## config.mk

```make
export PLATFORM = sky130hd
export DESIGN_NAME = uart_rx_mmio
export DESIGN_NICKNAME = d
export VERILOG_FILES = /design/src/rtl/uart_pkg.sv /design/src/rtl/uart_rx_fifo.sv /design/src/rtl/uart_rx_mmio.sv
export SDC_FILE = /design/constraint.sdc
export NUM_CORES = 1
export LEC_CHECK = 0
export ABC_AREA = 1
export CAP_MARGIN = 10
export CORE_MARGIN = 2
export CORE_UTILIZATION = 53
export CTS_BUF_LIST = sky130_fd_sc_hd__clkbuf_4
export CTS_CLUSTER_DIAMETER = 80
export DETAILED_ROUTE_END_ITERATION = 16
export PLACE_DENSITY = 0.78
export SYNTH_ARGS = -nofsm -noshare
export SYNTH_HDL_FRONTEND = slang
export SYNTH_HIERARCHICAL = 1
export SYNTH_SLANG_ARGS = --single-unit
```

## constraint.sdc

```tcl
create_clock -name clk -period 1.85 [get_ports clk]
set_clock_uncertainty 0.15 [all_clocks]
set_input_delay 0.185 -clock clk [delete_from_list [all_inputs] [get_ports clk]]
set_output_delay 0.185 -clock clk [all_outputs]
set_load 0.02 [all_outputs]
```

## src/rtl/uart_pkg.sv

```systemverilog
// uart_pkg: shared UART constants, receive FSM encoding and RX status bit map
package uart_pkg;

   typedef enum logic [2:0] {
      RX_IDLE,
      RX_START,
      RX_DATA,
      RX_PARITY,
      RX_STOP,
      RX_BREAK
   } rx_state_t;

   localparam int IO_UART_RX_DAT_bit  = 3;
   localparam int IO_UART_RX_CNTL_bit = 4;

   localparam int RXST_NEMPTY  = 0;
   localparam int RXST_OVR     = 1;
   localparam int RXST_FRM     = 2;
   localparam int RXST_PAR     = 3;
   localparam int RXST_CNT_LSB = 4;

endpackage

```

## src/rtl/uart_rx_fifo.sv

```systemverilog
// uart_rx_fifo: synchronous FIFO with push/pop, full/empty flags and occupancy count
module uart_rx_fifo #(
   parameter int DEPTH = 4,
   parameter int WIDTH = 8
) (
   input  logic                   clk,
   input  logic                   reset,
   input  logic                   push,
   input  logic                   pop,
   input  logic [WIDTH-1:0]       wdata,
   output logic [WIDTH-1:0]       rdata,
   output logic                   full,
   output logic                   empty,
   output logic [$clog2(DEPTH):0] count
);

   localparam int AW = $clog2(DEPTH);
   localparam int CW = AW + 1;

   logic [WIDTH-1:0] mem [DEPTH];
   logic [AW-1:0]    wr_ptr;
   logic [AW-1:0]    rd_ptr;
   logic             do_push;
   logic             do_pop;

   assign empty   = count == '0;
   assign full    = count == CW'(DEPTH);
   assign do_pop  = pop & ~empty;
   assign do_push = push & (~full | do_pop);
   assign rdata   = mem[rd_ptr];

   // storage, written only when a push is accepted
   always_ff @(posedge clk)
      if (do_push) mem[wr_ptr] <= wdata;

   // pointers wrap on their own because DEPTH is a power of two
   always_ff @(posedge clk or posedge reset)
      if (reset) begin
         wr_ptr <= '0;
         rd_ptr <= '0;
         count  <= '0;
      end else begin
         if (do_push) wr_ptr <= wr_ptr + AW'(1);
         if (do_pop) rd_ptr <= rd_ptr + AW'(1);
         count <= count + CW'(do_push) - CW'(do_pop);
      end

endmodule

```

## src/rtl/uart_rx_mmio.sv

```systemverilog
// uart_rx_mmio: memory-mapped 8N1 UART receiver with byte FIFO and sticky status
// Even-parity frames are supported when UART_RX_PARITY_EN is defined.
module uart_rx_mmio
   import uart_pkg::*;
#(
   parameter int CLK_FREQ_HZ  = 12000000,
   parameter int BAUD_RATE    = 115200,
   parameter int CLKS_PER_BIT = CLK_FREQ_HZ / BAUD_RATE,
   parameter int FIFO_DEPTH   = 4
) (
   input  logic        clk,
   input  logic        reset,
   input  logic        rxd,
   input  logic        io_sel_dat,
   input  logic        io_sel_cntl,
   input  logic        io_rstrb,
   output logic [31:0] io_rdata,
   output logic        rx_irq
);

   localparam int CW = $clog2(CLKS_PER_BIT);
   localparam int NW = $clog2(FIFO_DEPTH) + 1;

   logic          rxd_s1;
   logic          rxd_s2;
   rx_state_t     state;
   logic [CW-1:0] clk_cnt;
   logic [2:0]    bit_cnt;
   logic [7:0]    shreg;
   logic          push_stb;
   logic          frm_stb;
   logic          ovr;
   logic          frm;
   logic          par_err;
   logic          full;
   logic          empty;
   logic [7:0]    fifo_byte;
   logic [NW-1:0] count;
   logic          dat_rd;
   logic          st_rd;
   logic          ovr_set;
   logic [31:0]   status;
`ifdef UART_RX_PARITY_EN
   logic          par_stb;
`endif

   assign dat_rd  = io_rstrb & io_sel_dat;
   assign st_rd   = io_rstrb & io_sel_cntl & ~io_sel_dat;
   assign ovr_set = push_stb & full & ~dat_rd;
   assign rx_irq  = ~empty;

   // two-stage synchroniser, reset to idle-high so reset never looks like a start bit
   always_ff @(posedge clk or posedge reset)
      if (reset) {rxd_s1, rxd_s2} <= 2'b11;
      else {rxd_s1, rxd_s2} <= {rxd, rxd_s1};

   // frame receiver: mid-bit sampling on a per-bit down-counter, one-cycle event strobes
   always_ff @(posedge clk or posedge reset)
      if (reset) begin
         state    <= RX_IDLE;
         clk_cnt  <= '0;
         bit_cnt  <= '0;
         shreg    <= '0;
         push_stb <= 1'b0;
         frm_stb  <= 1'b0;
`ifdef UART_RX_PARITY_EN
         par_stb  <= 1'b0;
`endif
      end else begin
         push_stb <= 1'b0;
         frm_stb  <= 1'b0;
`ifdef UART_RX_PARITY_EN
         par_stb  <= 1'b0;
`endif
         case (state)
            RX_IDLE:
               if (!rxd_s2) begin
                  bit_cnt <= '0;
                  clk_cnt <= CW'(CLKS_PER_BIT / 2 - 1);
                  state   <= RX_START;
               end
            RX_START:
               if (clk_cnt != '0) clk_cnt <= clk_cnt - CW'(1);
               else begin
                  clk_cnt <= CW'(CLKS_PER_BIT - 1);
                  state   <= rxd_s2 ? RX_IDLE : RX_DATA;
               end
            RX_DATA:
               if (clk_cnt != '0) clk_cnt <= clk_cnt - CW'(1);
               else begin
                  clk_cnt <= CW'(CLKS_PER_BIT - 1);
                  shreg   <= {rxd_s2, shreg[7:1]};
                  bit_cnt <= bit_cnt + 3'd1;
`ifdef UART_RX_PARITY_EN
                  if (bit_cnt == 3'd7) state <= RX_PARITY;
`else
                  if (bit_cnt == 3'd7) state <= RX_STOP;
`endif
               end
`ifdef UART_RX_PARITY_EN
            RX_PARITY:
               if (clk_cnt != '0) clk_cnt <= clk_cnt - CW'(1);
               else begin
                  clk_cnt <= CW'(CLKS_PER_BIT - 1);
                  par_stb <= rxd_s2 ^ (^shreg);
                  state   <= RX_STOP;
               end
`endif
            RX_STOP:
               if (clk_cnt != '0) clk_cnt <= clk_cnt - CW'(1);
               else if (rxd_s2) begin
                  push_stb <= 1'b1;
                  state    <= RX_IDLE;
               end else begin
                  frm_stb <= 1'b1;
                  state   <= RX_BREAK;
               end
            RX_BREAK:
               if (rxd_s2) state <= RX_IDLE;
            default:
               state <= RX_IDLE;
         endcase
      end

   uart_rx_fifo #(
      .DEPTH (FIFO_DEPTH),
      .WIDTH (8)
   ) u_fifo (
      .clk   (clk),
      .reset (reset),
      .push  (push_stb),
      .pop   (dat_rd),
      .wdata (shreg),
      .rdata (fifo_byte),
      .full  (full),
      .empty (empty),
      .count (count)
   );

   // sticky error flags: a status read clears them, but a same-cycle set wins
   always_ff @(posedge clk or posedge reset)
      if (reset) begin
         ovr <= 1'b0;
         frm <= 1'b0;
`ifdef UART_RX_PARITY_EN
         par_err <= 1'b0;
`endif
      end else begin
         ovr <= ovr_set | (ovr & ~st_rd);
         frm <= frm_stb | (frm & ~st_rd);
`ifdef UART_RX_PARITY_EN
         par_err <= par_stb | (par_err & ~st_rd);
`endif
      end

`ifndef UART_RX_PARITY_EN
   assign par_err = 1'b0;
`endif

   // status word assembly
   always_comb begin
      status = '0;
      status[RXST_NEMPTY] = ~empty;
      status[RXST_OVR] = ovr;
      status[RXST_FRM] = frm;
      status[RXST_PAR] = par_err;
      status[RXST_CNT_LSB +: NW] = count;
   end

   // registered read port: data select outranks status select, no select holds the value
   always_ff @(posedge clk or posedge reset)
      if (reset) io_rdata <= '0;
      else if (dat_rd) io_rdata <= {23'b0, ~empty, empty ? 8'h00 : fifo_byte};
      else if (st_rd) io_rdata <= status;

endmodule

```

==> reports/metrics.cfg, run 1 <==
[place]
place_ws_ns = -0.158
numPortBuffers = 15
place_hpwl_um = 4920
gp_congestion = 0.824

[global_route]
track_usage_pct = 19.3
grt_antenna_before_repair = 0
grt_start_max_net_pins = 37
grt_pass1_wl_um = 11100
overflow = 0
grt_pass1_vias = 2451

[clocking]
h-tree-depth = 3
root_buffer = clkbuf_4
clk_pin_slew_worst_paths_ns = 0.12
clock_latency_ns = 0.42
cts_sinks = 75
cts_made_buffers = 9
cts_tree = done
clk_path_buf_depth = 2

[floorplanning]
die-height_um = 88.0
coreArea_mm2 = 0.00679
rows = 30
pin_count = 39
die_x_um = 88.0
die-area_mm2 = 0.00775
start_util_pct = 55.1

[cells_and_area]
drive_gt1_share_pct = 16.9
fillCellCount = 571
n_antenna_cell = 0
syn2layout_area_growth_pct = 13.1
nNetsFinal = 447

[sta]
maxSlewViolCount = 0
tightest_slew_ns = 0.615
setup_violations = 0
setup_slack_ns = 0.0696
finalHoldViolCount = 0
worst_hold_slack_ns = 0.212
min_period_over_period_pct = 96.2
period_minus_slack_ns = 1.78
slew_headroom_pct = 59.0
fmax_mhz = 562

[worst_setup_path]
endpoint_kind = flip-flop
critPathMaxFanout = 4
cp-startpoint = u_fifo/count[0]
path_class = flip-flop to flip-flop
reg2reg_from = u_fifo/count[0]
crit_arrival_ns = 1.99
cp.required_ns = 2.06
reg2reg_depth = 6
worst_setup_path_start_kind = flip-flop

[synthesis]
yosys.area_share.simple_pct = 21.3
synthMuxAreaShare_pct = 0
synth_fa_ha_area_share_pct = 3.21
async_flop_share_pct = 57.3
synth_edf_count = 32
netlist_top_cells_area = dfrtp_1 27%, edfxtp_1 26%, nand2_1 9.4%, buf_4 4.8%, inv_1 4.4%
synth_seq_cells = 75
synth_compound_area_share_pct = 8.13
synth_flop_cell = dfrtp_1
synthTopCellsByCount = 94 x nand2_1, 44 x inv_1, 41 x dfrtp_1
syn_avg_cell_area_um2 = 9.64
ys_warn_count = 6
syn-cell-area_mm2 = 0.00374
synth_most_common_cell = nand2_1
yosysUniqueCellTypes = 33
syn_inst = 388
seq_area_frac_synth_pct = 54.5
synth_top_area_cell = dfrtp_1
synth_top_area_share_pct = 27.4
synth_xor_area_share_pct = 0.936
synth_top_family_by_area = simple AND/OR/NAND/NOR gates

[drt]
avgViaCountPerCell = 4.81
drc = 0
wirelength_um = 6620
drt_first_pass_iters = 5
wl_per_cell_um = 12.4
via_count = 2564
antenna_left = 0
drt_iter0_drc = 155

[worst_hold_path]
hp-class = flip-flop to flip-flop
worstHoldPathCells = 0
min_from = rxd_s1

[job]
drv_cap = 0

[pwr]
vdd_drop_max_mv = 0.506
p_total_mw = 4.21
leakage_nw = 2.08
p_per_area_mw_per_mm2 = 995

[run_status]
status = complete, no violations

==> critical path, cell delays in order, from the launching register on <==
cell and delay (ns):
dfrtp_1 0.44, nor2_4 0.15, nand2_2 0.09, nand3b_1 0.12
nand2_1 0.08, ha_2 0.18, fa_2 0.52
==> metal layers <==
layer  share of wire, %  GRT usage [%]  vias to the layer above  routed length, um
li1                   -              -                     1307                  -
met3                4.7           5.37                        8                312
met4                1.2           7.99                        0                 82
met2                 51           32.6                       62               3390
met1                 43           23.4                     1187               2840
met5                  0              0                        -                  0
==> kinds of logic (layout without fill, tap and decap cells) <==
logic type               after synthesis  after routing
other                                  1             23
adder cells (fa/ha/maj)                9              9
flip-flops                            75             75
XOR/XNOR                               4              4
AO/OA/AOI/OAI                         49             49
buffers and inverters                 79            106
AND/OR/NAND/NOR                      171            171
==> sequential cells by signal, indices dropped and copies added, names as in the netlist, 2 cells and up <==
| register | flops |
|---|---|
| u_fifo/wr_ptr | 2 |
| u_fifo/mem | 32 |
| clk_cnt | 7 |
| u_fifo/count | 3 |
| bit_cnt | 3 |
| u_fifo/rd_ptr | 2 |
| state | 3 |
| shreg | 8 |
| io_rdata | 9 |
==> cell type report <==
cell class	count	area (um^2)	area share, %
clock buffer	10	75.1	1.77
clock inverter	6	90.1	2.13
inverter	49	184	4.35
multi-input combinational	256	1350	31.9
sequential	75	2040	48.2
tap	96	120	2.84
timing repair buffer	41	373	8.81
==> metrics by stage <==
stage | area [um^2] | util [%] | std cells | setup TNS [ns]
floorplan | 3820 | - | 410 | 0
global placement | 4030 | 59.3 | 513 | -1.83
detailed placement | 4030 | 59.3 | 513 | -2.86
CTS | 4210 | 61.9 | 531 | 0
global route | 4230 | 62.3 | 533 | -0.0688
finish | 4230 | 62.3 | 533 | 0
==> placed cells by master (no fill, tap or decap), drive strengths merged, types with 3 or more instances in the layout <==
cell type	instances
nand2	103
inv	49
dfrtp	41
edfxtp	32
nand3	29
nor2	29
buf	25
conb	23
o21ai	23
a21oi	15
clkdlybuf4s50	14
clkbuf	10
o211ai	8
ha	8
nand3b	5
nand4	5
clkinv	3
==> power breakdown <==
part           total (mW)  switching, mW  internal (mW)
Sequential           1.98          0.140           1.84
Clock                1.11          0.545          0.565
Combinational        1.12          0.609          0.511
Total                4.21           1.29           2.92
==> timing repair <==
item / in CTS / in global routing
hold endpoints to repair: 42 / 0
hold buffers: 2 / 0
pin swaps: 0 / 3
gates resized for setup: 4 / 5
setup buffers: 0 / 2
endpoints found under the setup margin: 1 / 4
cloned: 0 / 0
==> path summary, 6_finish.rpt <==
| kind | endpoint | slack (ns) |
|---|---|---|
| worst max-delay path | u_fifo/count[1] | 0.07 |
| worst min-delay path | rxd_s2 | 0.21 |
| worst max register to register | u_fifo/count[1] | 0.07 |
| worst min register to register | rxd_s2 | 0.21 |
| max in group asynchronous | rxd_s1 | 0.75 |
| min in group asynchronous | u_fifo/rd_ptr[0] | 0.42 |
No activity file was read; power rests on OpenSTA's default activity.
==> run 2, diff against run 1 <==
--- a/config.mk
+++ b/config.mk
@@ -5,14 +5,14 @@
 export SDC_FILE = /design/constraint.sdc
 export NUM_CORES = 1
 export LEC_CHECK = 0
-export ABC_AREA = 1
+export ABC_AREA = 0
 export CAP_MARGIN = 10
 export CORE_MARGIN = 2
 export CORE_UTILIZATION = 53
 export CTS_BUF_LIST = sky130_fd_sc_hd__clkbuf_4
 export CTS_CLUSTER_DIAMETER = 80
 export DETAILED_ROUTE_END_ITERATION = 16
-export PLACE_DENSITY = 0.78
+export PLACE_DENSITY = 0.79
 export SYNTH_ARGS = -nofsm -noshare
 export SYNTH_HDL_FRONTEND = slang
 export SYNTH_HIERARCHICAL = 1
==> run 2 against run 1 <==
Compared with the run above:
- the run now ends with negative setup slack left
- worst hold slack improved by 0.046 ns
- cell area rose by 4.3%
- area after synthesis is 5.8% lower
- highest routed layer unchanged
- critical endpoint is now u_fifo/count[2]
- sequential power about the same
==> reports/metrics.cfg, run 2 <==
[synthesis]
synthTopCellsByCount = 41 x dfrtp_1, 32 x edfxtp_1, 23 x buf_4
synth_edf_count = 32  ; unchanged
ys_warn_count = 6  ; unchanged
synth_seq_cells = 75  ; unchanged
synth_most_common_cell = dfrtp_1
syn_inst = 269  ; -31%
yosysUniqueCellTypes = 54  ; +64%
async_flop_share_pct = 57.3  ; unchanged
synth_flop_cell = dfrtp_1
synth_top_area_cell = dfrtp_1
seq_area_frac_synth_pct = 57.8  ; +3.3 points
syn_avg_cell_area_um2 = 13.1  ; +36%
syn-cell-area_mm2 = 0.00353  ; -5.8%
netlist_top_cells_area = dfrtp_1 29%, edfxtp_1 27%, mux4_2 5.1%, buf_4 4.9%, ha_1 2.8%
synth_top_area_share_pct = 29.1  ; +1.7 points

[worst_hold_path]
worstHoldPathCells = 0  ; unchanged
hp-class = flip-flop to flip-flop
min_to = rxd_s2
min_from = rxd_s1

[floorplanning]
coreArea_mm2 = 0.00639  ; -6.0%
start_util_pct = 55.2  ; +0.15 points
die-height_um = 85.6  ; -2.8%
die_x_um = 85.6  ; -2.8%
rows = 29  ; -3.3%
die-area_mm2 = 0.00732  ; -5.5%
pin_count = 39  ; unchanged

[global_route]
track_usage_pct = 20.9  ; +1.7 points
overflow = 0  ; unchanged
grt_pass1_vias = 2280  ; -7.0%
grt_start_max_net_pins = 26  ; -30%
grt_antenna_before_repair = 0  ; unchanged
grt_pass1_wl_um = 11700  ; +5.7%

[worst_setup_path]
path_class = flip-flop to flip-flop
crit_arrival_ns = 2.29  ; +0.30 ns
critPathMaxFanout = 4  ; unchanged
critPathMaxStageDelay_ns = 0.48  ; -0.04 ns
cp.required_ns = 2.01  ; -0.05 ns
cp_cell_sequence = o31ai_4 > or2_1 > a21bo_1 > ha_2 > fa_2 > xnor2_2 > xnor2_1
r2r-end = u_fifo/count[2]
reg2reg_from = u_fifo/count[0]
path_buf_inv = 0  ; unchanged
cpLargestDelayFamily = adder cells
worst_setup_path_start_kind = flip-flop
slowest_stage = dfrtp_2
regToRegSetupSlack_ns = -0.27  ; -0.34 ns
endpoint_kind = flip-flop
reg2reg_depth = 7  ; +1

[cells_and_area]
utilization_pct = 69.2  ; +6.9 points
design_area_mm2 = 0.00442  ; +4.3%
nNetsFinal = 352  ; -21%
largest_register_ffs = 32  ; unchanged
mostFrequentLayoutCells = 39 x dfrtp_1, 39 x buf_4, 32 x edfxtp_1
drive_gt1_share_pct = 34.8  ; +18 points
reg_top3 = u_fifo/mem x32, io_rdata x9, shreg x8
n_antenna_cell = 0  ; unchanged
syn2layout_area_growth_pct = 25.3
regMostFlops = u_fifo/mem

[place]
numPortBuffers = 15  ; unchanged
place_hpwl_um = 4640  ; -5.8%
placed_area_mm2 = 0.00402  ; -0.22%
gp_congestion = 0.878  ; +6.6%

[pwr]
p_per_area_mw_per_mm2 = 883  ; -11%
swShare_pct = 30.3  ; -0.43 points
pwr-share-comb_pct = 22.4  ; -4.2 points
clockPowerShare_pct = 27.3  ; +0.9 points
power.switching_mw = 1.18  ; -8.7%
leakage_nw = 1.99  ; -4.2%
seqPwrFrac_pct = 50.3  ; +3.2 points
vdd_drop_max_mv = 0.775  ; +53%
p_int_mw = 2.72  ; -6.8%

[clocking]
clk_path_buf_depth = 2  ; unchanged
h-tree-depth = 3  ; unchanged
cts_made_buffers = 9  ; unchanged
root_buffer = clkbuf_4
clock_latency_ns = 0.42  ; about the same
clk_pin_slew_worst_paths_ns = 0.15  ; +0.03 ns
cts_tree = done
cts_sinks = 75  ; unchanged

[sta]
setup_violations = 25  ; +25
fmax_mhz = 471  ; -16%
maxSlewViolCount = 0  ; unchanged
fin_tns_setup_ns = -2.68  ; -2.68 ns
finalHoldViolCount = 0  ; unchanged
setup_slack_ns = -0.273  ; -0.342 ns
period_minus_slack_ns = 2.12  ; +0.342 ns
min_period_over_period_pct = 115  ; +19 points
rsz0062_at_grt = true

[drt]
drc = 0  ; unchanged
wl_per_cell_um = 16.7  ; +35%
wirelength_um = 7010  ; +5.9%
avgViaCountPerCell = 5.33  ; +11%
via_count = 2235  ; -13%
antenna_left = 0  ; unchanged
drt_first_pass_iters = 4  ; -1
drt_iter0_drc = 122  ; -21%

[run_status]
status = finished with violations
violations = negative setup slack

[job]
drv_cap = 0  ; unchanged

run 2: changes by cell type after synthesis, sizes merged, moves of 5 or more:
cell    change
inv        -33
mux2        +9
o211ai      -5
nand2      -88
and2        +6
mux4        +8
o21ai       -9
nand3b      -5
nand3      -27
nor2       -18
nor3b       +7
run 2: kinds of logic (layout without fill, tap and decap cells):
group | count (synthesis) | in the layout | synth area share [%]
AOI/OAI and AO/OA | 52 | 52 | 9.79
xor gates and xnor gates | 7 | 7 | 1.74
adders and majority gates | 9 | 9 | 3.41
buffers and inverters | 48 | 99 | 8.09
DFF | 75 | 75 | 57.8
muxes | 20 | 20 | 8.94
other | 1 | 23 | 0.106
and+or+nand+nor | 57 | 57 | 10.1
run 2: final cells by class:
class                      instances  area (um^2)
clock buffer                       9         67.6
multi-input combinational        168         1430
tap                               77         96.3
inverter                          15         56.3
clock inverter                     7         80.1
timing repair buffer              68          648
sequential                        75         2040
fill                             432         1970
run 2: through the flow:
stage	power [mW]	instances	setup slack (ns)	hold slack (ns)
finish	3.90	419	-0.273	0.258
floorplan	2.46	291	-0.277	-0.162
detailed placement	2.76	390	-0.428	0.206
global route	4.07	419	-0.336	0.253
CTS	3.90	412	-0.280	0.249
global placement	2.74	390	-0.372	0.195
run 2: what timing repair did:
action,4_1_cts,5_1_grt
hold buffers,2,0
resized for setup,24,17
pin swaps,11,8
setup buffers,4,7
endpoints found under the hold margin,19,0
setup endpoints to repair,25,27
run 2: worst max path at each step:
stage / start / end / cells after the start
after floorplan: u_fifo/count[2] / u_fifo/count[2] / 7
after global placement: io_rstrb / u_fifo/count[2] / 10
after detailed placement: io_rstrb / u_fifo/count[2] / 10
after CTS: u_fifo/count[1] / u_fifo/count[2] / 7
after global routing: u_fifo/count[0] / u_fifo/count[2] / 7
final: u_fifo/count[0] / u_fifo/count[2] / 7
run 2: power by group through the flow:
stage	clock network [mW]	logic [mW]	registers [mW]
global route	1.16	0.936	1.97
global placement	0	0.750	1.99
finish	1.07	0.872	1.96
CTS	1.09	0.842	1.96
floorplan	0	0.478	1.98
detailed placement	0	0.768	2.00
run 2: worst reg2reg max path: stages, from the launching register on:
cell and delay [ns]:
dfrtp_2 0.48, o31ai_4 0.24, or2_1 0.16, a21bo_1 0.21, ha_2 0.17, fa_2 0.36
xnor2_2 0.15, xnor2_1 0.12
run 2: layer usage:
metal | vias up | track usage (%) | wire [um]
met5 | - | 0 | 0
met4 | 0 | 7.65 | 133
met3 | 13 | 4.04 | 244
met2 | 57 | 33.8 | 3500
met1 | 1105 | 28.6 | 3130
li1 | 1060 | - | -
==> run 3, diff against run 2 <==
--- a/config.mk
+++ b/config.mk
@@ -12,7 +12,8 @@
 export CTS_BUF_LIST = sky130_fd_sc_hd__clkbuf_4
 export CTS_CLUSTER_DIAMETER = 80
 export DETAILED_ROUTE_END_ITERATION = 16
-export PLACE_DENSITY = 0.79
+export GPL_TIMING_DRIVEN = 0
+export PLACE_DENSITY = 0.76
 export SYNTH_ARGS = -nofsm -noshare
 export SYNTH_HDL_FRONTEND = slang
 export SYNTH_HIERARCHICAL = 1
==> constraint.sdc (replaced) <==
create_clock -name clk -period 1.92 [get_ports clk]
set_clock_uncertainty 0.15 [all_clocks]
set_input_delay 0.192 -clock clk [delete_from_list [all_inputs] [get_ports clk]]
set_output_delay 0.192 -clock clk [all_outputs]
set_load 0.02 [all_outputs]
==> run 3 against run 2 <==
Compared with the run above:
- the run still ends with negative setup slack left
- worst hold slack worse by 0.14 ns
- cell area down 3.5%
- non-clock buffer count increased by 1
- critical path type unchanged
- combinational power down 2%
==> reports/metrics.cfg, run 3 (synthesized netlist as in run 2, its figures left out) <==
[clocking]
cts_tree = done
cts_made_buffers = 9  ; unchanged
clock_latency_ns = 0.43  ; about the same
h-tree-depth = 3  ; unchanged
clk_pin_slew_worst_paths_ns = 0.13  ; -0.02 ns
cts_sinks = 75  ; unchanged
root_buffer = clkbuf_4
clk_path_buf_depth = 2  ; unchanged

[sta]
rsz0062_at_grt = true
maxSlewViolCount = 0  ; unchanged
tightest_slew_ns = 0.783
fin_tns_setup_ns = -0.344  ; +2.34 ns
worst_hold_slack_ns = 0.121  ; -0.137 ns
fmax_mhz = 478  ; +1.5%
finalHoldViolCount = 0  ; unchanged
setup_violations = 7  ; -72%
setup_slack_ns = -0.172  ; +0.101 ns
min_period_over_period_pct = 109  ; -5.8 points
slew_headroom_pct = 47.7
period_minus_slack_ns = 2.09  ; -0.0308 ns

[cells_and_area]
syn2layout_area_growth_pct = 20.9
regMostFlops = u_fifo/mem
reg_top3 = u_fifo/mem x32, io_rdata x9, shreg x8
n_antenna_cell = 0  ; unchanged
layout_commonest_cell = buf_4
nNetsFinal = 353  ; +0.28%
fillCellCount = 469  ; +8.6%
design_area_mm2 = 0.00426  ; -3.5%
largest_register_ffs = 32  ; unchanged
mostFrequentLayoutCells = 41 x buf_4, 38 x dfrtp_1, 32 x edfxtp_1
drive_gt1_share_pct = 32.9  ; -1.9 points

[drt]
drt_first_pass_iters = 5  ; +1
avgViaCountPerCell = 5.15  ; -3.5%
drc = 0  ; unchanged
wl_per_cell_um = 14.6  ; -13%
wirelength_um = 6150  ; -12%
via_count = 2162  ; -3.3%
antenna_left = 0  ; unchanged
drt_iter0_drc = 90  ; -26%

[floorplanning]
die-height_um = 85.6  ; unchanged
coreArea_mm2 = 0.00639  ; unchanged
start_util_pct = 55.2  ; unchanged
die-area_mm2 = 0.00732  ; unchanged
rows = 29  ; unchanged
pin_count = 39  ; unchanged
die_x_um = 85.6  ; unchanged

[global_route]
grt_pass1_vias = 2094  ; -8.2%
grt_pass1_wl_um = 9920  ; -15%
grt_start_max_net_pins = 37  ; +42%
grt_antenna_before_repair = 0  ; unchanged
overflow = 0  ; unchanged
track_usage_pct = 18.0  ; -3.0 points

[place]
gp_congestion = 0.799  ; -9.0%
numPortBuffers = 15  ; unchanged
place_hpwl_um = 3960  ; -15%
placed_area_mm2 = 0.00387  ; -3.6%

[pwr]
pwr-share-comb_pct = 23.8  ; +1.4 points
clockPowerShare_pct = 24.6  ; -2.7 points
p_int_mw = 2.48  ; -8.6%
vdd_drop_max_mv = 0.649  ; -16%
leakage_nw = 1.92  ; -3.7%
power.switching_mw = 1.10  ; -6.4%
swShare_pct = 30.8  ; +0.49 points
seqPwrFrac_pct = 51.6  ; +1.3 points
p_per_area_mw_per_mm2 = 842  ; -4.6%

[worst_setup_path]
cp.required_ns = 2.09  ; +0.08 ns
path_class = flip-flop to flip-flop
worst_setup_path_start_kind = flip-flop
cp-startpoint = u_fifo/count[0]
r2r-end = u_fifo/count[2]
regToRegSetupSlack_ns = -0.17  ; +0.10 ns
reg2reg_depth = 7  ; unchanged
crit_arrival_ns = 2.26  ; -0.03 ns
reg2reg_from = u_fifo/count[0]
critPathMaxFanout = 3  ; -1
endpoint_kind = flip-flop
endpoint = u_fifo/count[2]

[run_status]
violations = negative setup slack
status = finished with violations

[worst_hold_path]
min_from = io_sel_dat
hp-class = primary input to flip-flop

[job]
drv_cap = 0  ; unchanged

-- run 3: stage by stage --
step	setup WS, ns	power [mW]	utilization, %	cells
global route	-0.263	3.79	66.7	420
detailed placement	-0.820	2.56	60.7	383
finish	-0.172	3.59	66.7	420
CTS	-0.197	3.51	64.7	410
global placement	-0.769	2.53	60.7	383
floorplan	-0.207	2.37	-	291
-- run 3: final cells by class --
cell class | instances | area, um^2 | area share [%]
Buffer | 33 | 240 | 5.64
Clock buffer | 9 | 67.6 | 1.59
Clock inverter | 7 | 55.1 | 1.29
Inverter | 15 | 56.3 | 1.32
Multi-Input combinational cell | 168 | 1390 | 32.6
Sequential cell | 75 | 2040 | 47.9
Tap cell | 77 | 96.3 | 2.26
Timing Repair Buffer | 36 | 312 | 7.31
-- run 3: routing by layer --
layer	GRT usage (%)	up-vias	part of all wire [%]
li1	-	1062	-
met1	24.6	1033	44
met2	27.4	59	49
met3	4.81	8	5.2
met4	7.79	0	1.9
met5	0	-	0
-- run 3: worst min path at each step --
stage | endpoint | slack, ns | cells after the start
finish | frm | 0.12 | 3
global route | frm | 0.15 | 4
CTS | rxd_s1 | 0.0007 | 1
detailed placement | rxd_s2 | 0.20 | 0
global placement | rxd_s2 | 0.20 | 0
floorplan | u_fifo/count[1] | -0.15 | 1
-- run 3: repair_timing --
action | CTS | global route
setup endpoints to repair | 53 | 22
buffers inserted | 9 | 9
endpoints found under the hold margin | 8 | 1
hold buffers | 2 | 1
pin swaps | 7 | 11
resized for setup | 23 | 13
gates cloned | 0 | 0
-- run 3: power groups by stage --
| stage | Sequential (mW) | Clock (mW) | Combinational, mW |
|---|---|---|---|
| after floorplan | 1.91 | 0 | 0.460 |
| after global placement | 1.88 | 0 | 0.648 |
| after detailed placement | 1.89 | 0 | 0.668 |
| after CTS | 1.86 | 0.904 | 0.747 |
| after global routing | 1.87 | 0.985 | 0.933 |
| final | 1.85 | 0.884 | 0.853 |
-- run 3: worst max-delay path: stages, from the launching register on --
cell and delay, ns:
dfrtp_2 0.47, o31ai_4 0.26, or2_1 0.14, a21bo_1 0.20, ha_2 0.17, fa_2 0.35, xnor2_2 0.14, xnor2_1 0.12
